## config.mk

```make
export PLATFORM = sky130hd
export DESIGN_NAME = seg_display_arb
export DESIGN_NICKNAME = d
export VERILOG_FILES = /design/src/rtl/seg_display_arb_pkg.sv /design/src/rtl/seg_display_arb_scan_timer.sv /design/src/rtl/seg_display_arb.sv
export SDC_FILE = /design/constraint.sdc
export NUM_CORES = 1
export LEC_CHECK = 0
export BUFFER_PORTS_ARGS = -buffer_cell sky130_fd_sc_hd__buf_2
export CAP_MARGIN = 20
export CORE_MARGIN = 5
export CORE_UTILIZATION = 55
export DETAILED_ROUTE_END_ITERATION = 10
export PLACE_DENSITY = 0.79
export SLEW_MARGIN = 20
export SYNTH_ARGS = -nofsm -noshare
export SYNTH_HDL_FRONTEND = slang
export SYNTH_SLANG_ARGS = --single-unit
```

## constraint.sdc

```tcl
create_clock -name CLK -period 2.25 [get_ports CLK]
set_clock_uncertainty 0.2 [all_clocks]
set_input_delay 0.1125 -clock CLK [delete_from_list [all_inputs] [get_ports CLK]]
set_output_delay 0.1125 -clock CLK [all_outputs]
set_load 0.02 [all_outputs]
```

## src/rtl/seg_display_arb_pkg.sv

```systemverilog
// -----------------------------------------------------------------------------
// seg_display_arb_pkg
// Shared definitions for the four-digit seven-segment score/message arbiter:
// display owner encoding, the blank nibble code, parameter defaults and a
// helper used for leading-zero suppression.
// -----------------------------------------------------------------------------
package seg_display_arb_pkg;

    // Who currently owns the display.
    typedef enum logic {
        SHOW_SCORE = 1'b0,
        SHOW_MSG   = 1'b1
    } state_t;

    // Message nibble that means "leave this digit dark".
    localparam logic [3:0] BLANK_CODE = 4'hF;

    localparam int PRESCALE_DEFAULT    = 50000;
    localparam int HOLD_FRAMES_DEFAULT = 250;

    // True when every score nibble at position idx and above is zero.
    function automatic logic upper_zero(input logic [15:0] v, input logic [1:0] idx);
        logic z;
        z = 1'b1;
        for (int i = 0; i < 4; i++) begin
            if (i >= int'(idx) && v[i*4 +: 4] != 4'h0) begin
                z = 1'b0;
            end
        end
        return z;
    endfunction

endpackage

```

## src/rtl/seg_display_arb_scan_timer.sv

```systemverilog
// -----------------------------------------------------------------------------
// scan_timer
// Free-running digit scan timebase: a prescaler counting 0..PRESCALE-1 and a
// 2-bit digit index that advances on each prescaler wrap.
//
// Ports
//   CLK        system clock
//   RST        synchronous active-high reset
//   tick       one-cycle pulse while the prescaler sits at PRESCALE-1
//   frame_end  tick on which the index wraps 3 -> 0
//   index      digit currently being scanned (0 = rightmost)
// -----------------------------------------------------------------------------
module scan_timer
    import seg_display_arb_pkg::*;
#(
    parameter int PRESCALE = PRESCALE_DEFAULT
) (
    input  logic       CLK,
    input  logic       RST,
    output logic       tick,
    output logic       frame_end,
    output logic [1:0] index
);

    localparam int CW = (PRESCALE > 1) ? $clog2(PRESCALE) : 1;
    localparam logic [CW-1:0] LAST = CW'(PRESCALE - 1);

    logic [CW-1:0] count;

    assign tick      = (count == LAST);
    assign frame_end = tick && (index == 2'd3);

    always_ff @(posedge CLK) begin
        if (RST) begin
            count <= '0;
            index <= 2'd0;
        end else if (tick) begin
            count <= '0;
            index <= index + 2'd1;   // natural 2-bit wrap 3 -> 0
        end else begin
            count <= count + 1'b1;
        end
    end

endmodule

```

## src/rtl/seg_display_arb.sv

```systemverilog
// -----------------------------------------------------------------------------
// seg_display_arb
// Multiplexed four-digit display driver that normally shows a live BCD score
// and, on request, shows a captured message for HOLD_FRAMES full scan frames.
//
// Interface semantics: msg_req is a single-cycle strobe with no back-pressure;
// msg_bcd is sampled only in that cycle. A new request while a message is
// showing replaces it and restarts the hold. score_bcd is read live.
//
// Ports
//   CLK        system clock
//   RST        synchronous active-high reset
//   score_bcd  four BCD score digits, [3:0] = rightmost
//   msg_req    one-cycle request to show msg_bcd
//   msg_bcd    message digits, nibble 4'hF = blank
//   an         active-low digit anodes (registered)
//   digit      BCD value for the segment decoder (registered)
//   blank      current digit dark (registered)
//   busy       message owns the display (registered)
//   state_dbg  current owner state, for observation
// -----------------------------------------------------------------------------
module seg_display_arb
    import seg_display_arb_pkg::*;
#(
    parameter int PRESCALE    = PRESCALE_DEFAULT,
    parameter int HOLD_FRAMES = HOLD_FRAMES_DEFAULT
) (
    input  logic        CLK,
    input  logic        RST,
    input  logic [15:0] score_bcd,
    input  logic        msg_req,
    input  logic [15:0] msg_bcd,
    output logic [3:0]  an,
    output logic [3:0]  digit,
    output logic        blank,
    output logic        busy,
    output state_t      state_dbg
);

    localparam int FW = $clog2(HOLD_FRAMES + 1);
    localparam logic [FW-1:0] HOLD_LOAD = FW'(HOLD_FRAMES);
    localparam logic [FW-1:0] ONE       = FW'(1);

    logic          tick;
    logic          frame_end;
    logic [1:0]    index;

    state_t        state;
    logic [FW-1:0] frame_cnt;
    logic [15:0]   msg_reg;

    logic [3:0]    an_n;
    logic [3:0]    digit_n;
    logic          blank_n;
    logic          busy_n;
    logic [3:0]    score_nib;
    logic [3:0]    msg_nib;

    scan_timer #(
        .PRESCALE (PRESCALE)
    ) u_scan_timer (
        .CLK       (CLK),
        .RST       (RST),
        .tick      (tick),
        .frame_end (frame_end),
        .index     (index)
    );

    assign state_dbg = state;

    // Display ownership. A request always wins over a coincident frame end,
    // so the hold count restarts cleanly from HOLD_FRAMES.
    always_ff @(posedge CLK) begin
        if (RST) begin
            state     <= SHOW_SCORE;
            frame_cnt <= '0;
            msg_reg   <= 16'hFFFF;
        end else begin
            case (state)
                SHOW_SCORE: begin
                    if (msg_req) begin
                        state     <= SHOW_MSG;
                        msg_reg   <= msg_bcd;
                        frame_cnt <= HOLD_LOAD;
                    end
                end
                SHOW_MSG: begin
                    if (msg_req) begin
                        msg_reg   <= msg_bcd;
                        frame_cnt <= HOLD_LOAD;
                    end else if (frame_end) begin
                        if (frame_cnt == ONE) begin
                            state     <= SHOW_SCORE;
                            frame_cnt <= '0;
                        end else begin
                            frame_cnt <= frame_cnt - ONE;
                        end
                    end
                end
            endcase
        end
    end

    // Next-value selection for the current digit slot.
    always_comb begin
        score_nib = score_bcd[{index, 2'b00} +: 4];
        msg_nib   = msg_reg[{index, 2'b00} +: 4];
        an_n      = ~(4'b0001 << index);
        digit_n   = 4'h0;
        blank_n   = 1'b1;
        busy_n    = 1'b0;
        if (state == SHOW_MSG) begin
            busy_n = 1'b1;
            if (msg_nib == BLANK_CODE) begin
                blank_n = 1'b1;
                digit_n = 4'h0;
            end else begin
                blank_n = 1'b0;
                digit_n = msg_nib;
            end
        end else begin
            digit_n = score_nib;
            // Non-BCD nibbles go dark; leading zeros are suppressed but
            // index 0 always lights so a zero score shows a single "0".
            blank_n = (score_nib > 4'd9) ||
                      ((index != 2'd0) && upper_zero(score_bcd, index));
        end
    end

    always_ff @(posedge CLK) begin
        if (RST) begin
            an    <= 4'b1111;
            digit <= 4'h0;
            blank <= 1'b1;
            busy  <= 1'b0;
        end else begin
            an    <= an_n;
            digit <= digit_n;
            blank <= blank_n;
            busy  <= busy_n;
        end
    end

endmodule

```

==> metrics.txt <==
Hold Crit Class in2reg; total wire length 6.03 mm; CP max FO 7; Die Wd 77.5 um; maxcap violations 0; DR WL/cell 15.6 um; area share of the largest cell type after synthesis 0.424; RSZ-0062 raised after global routing no; fin. max-slew vios 0; clk root buf clkbuf_8; cell count after synthesis 265; DR iter-0 viols 143; clk_lat worst skew 0.31 ns; post-route ant nets 0; min Tclk post-route roughly 2.0 ns; TritonCTS buffer count 5; combinational share of power 0.127; Crit Path Category reg2reg; number of flops mapped to enable cells by yosys 0; clock share of power 0.308; most frequent cells in the layout dfxtp_1 (53), buf_2 (45), nand2_1 (30), nor2_1 (24), dlygate4sd3_1 (22); share of layout cells above drive strength 1 0.219; slowest stage cell, crit path mux4_2; Mapped Nets 307; clk slew on worst S/H paths 0.10 ns; Std-Cell Core Area 4380 um^2; static leakage ~1.2 nW; top cells by area, synth dfxtp_1 (42%), mux4_2 (7.2%), mux2i_1 (6.4%), nand2_1 (4.5%), nor2_1 (3.6%); CTS tree yes; Critical Path, Cell by Cell mux4_2, and4_1, nor3_2, a32o_1; GPL Wtd Cong about 0.93; commonest non-fill, non-tap cell in the layout dfxtp_1; final setup fails 0; Layout area overhead 23.8%; Peak Freq ~500 MHz; Post-DP HPWL just over 4 mm; vias in the first global route about 2200; first drt pass iteration count 5; Pint between 1 and 1.5 mW; fraction of registers with async set/reset 0; via density per instance 5.72; Seq pwr share 0.565; placed insts 356; Post-CTS Setup Bufs 0; area leader, netlist dfxtp_1; CP Launch Type register; FF-to-FF setup slack 0.22 ns; Worst-Margin Slew 0.631 ns; setup TNS 0 ns; Starting Density 0.571; Yosys cell types 43; Largest stage delay, worst path between 0.6 and 0.7 ns; first-pass GRT wire length approximately 10 mm; die area approximately 6000 um^2; Critical Path End Type register; Die Y 77.5 um; buffers added on ports 45; CTS Sinks 53; critical path required time between 2 and 2.5 ns; pin count of the biggest net entering global routing 23; overall routing resource usage 0.210; Slew HR 0.576; yosys synthesis warning count 0; Row Count 24; initial antenna violation count 0; post-route clock period utilization 0.901; htree depth 2; Pwr per Cell Area 573 nW/um^2; Fillers 327; crit path DAT 2.09 ns; grt total ovfl 0; final net count 375; Final Hold Viols 0; Switching Fraction 0.260; Vias 2206; drt drc 0; status finished, final reports clean; Psw 0.462 mW; IO Pins 46; Antenna diodes 0; maximum VDD drop 0.396 mV; clk buf depth 2; post-synthesis register bit count between 50 and 60; Syn Area/Cell 9.45 um^2; Seq/Total Area, Yosys 0.424; post-route insts no fill 386; Synth Flop Type dfxtp_1; mapped cell area approximately 2500 um^2
[per-layer routing]
| layer | track usage | vias up | wire (um) |
|---|---|---|---|
| li1 | - | 1100 | - |
| met1 | 0.253 | 1031 | 2560 |
| met2 | 0.362 | 59 | 3000 |
| met3 | 0.0486 | 16 | 295 |
| met4 | 0.0825 | 0 | 170 |
| met5 | 0 | - | 0 |
[synth_stat cells (all sizes together) (2+ instances only)]
cell type,count
o21a,2
buf,6
a31oi,3
ha,7
or3,3
mux2i,16
and4,2
nand3,11
nand4,7
o21ai,5
nor4,8
nor4b,3
xnor2,9
xor2,4
nand2,30
a31o,2
nor3,10
clkbuf,7
dfxtp,53
a21oi,8
mux4,8
a211oi,2
a32o,4
nor4bb,3
nor2,24
and2,2
inv,10
and3,6
[cell type report]
cell class	count	area [um^2]	share of cell area
multi-input combinational	188	1340	0.434
inverter	11	41.3	0.0133
tap	52	65.1	0.0210
clock inverter	3	21.3	0.00686
clock buffer	5	68.8	0.0222
sequential	53	1060	0.342
timing repair buffer	74	498	0.161
[worst paths after layout]
check | depth (start not counted) | end | startpoint
worst max-delay path | 4 | digit[2] | u_scan_timer.index[0]
worst min register to register | 1 | u_scan_timer.count[0] | u_scan_timer.count[0]
worst min-delay path | 4 | blank | score_bcd[5]
worst max register to register | 4 | digit[2] | u_scan_timer.index[0]
[critical path, delay by kind of cell (launching register included)]
family	cells	cell delay, ns
flip-flops	1	0.58
multiplexers	1	0.61
AO/OA/AOI/OAI	1	0.16
AND/OR/NAND/NOR	2	0.43
[metrics by stage]
stage | total power [mW] | worst slack (ns) | area, um^2 | utilization | hold slack [ns]
floorplan | 1.14 | 0.444 | 2500 | - | 0.0405
global placement | 1.21 | 0.317 | 2790 | 0.636 | 0.127
detailed placement | 1.22 | 0.253 | 2790 | 0.636 | 0.133
CTS | 1.78 | 0.238 | 3100 | 0.707 | 0.0212
global route | 1.86 | 0.120 | 3100 | 0.707 | 0.0542
finish | 1.78 | 0.222 | 3100 | 0.707 | 0.0354
[what timing repair did]
| action | in CTS | in global routing |
|---|---|---|
| hold endpoints to repair | 26 | 0 |
| hold buffers | 22 | 0 |
| resized for setup | 0 | 0 |
[power by group through the flow]
stage               logic, mW  registers [mW]  clock network (mW)
floorplan               0.111            1.03                   0
global placement        0.188            1.02                   0
detailed placement      0.191            1.02                   0
CTS                     0.221            1.00               0.559
global route            0.248            1.01               0.607
finish                  0.226            1.00               0.546
[cells by family (layout without fill, tap and decap cells)]
| group | Yosys count | after routing | share of synthesized area |
|---|---|---|---|
| adder cells (fa/ha/maj) | 7 | 7 | 0.0350 |
| flip-flops | 53 | 53 | 0.424 |
| XOR/XNOR | 13 | 13 | 0.0455 |
| buffers and inverters | 24 | 93 | 0.0395 |
| multiplexers | 24 | 24 | 0.136 |
| AO/OA/AOI/OAI | 32 | 32 | 0.0885 |
| AND/OR/NAND/NOR | 112 | 112 | 0.232 |
Power figures use the tool's default switching activity.
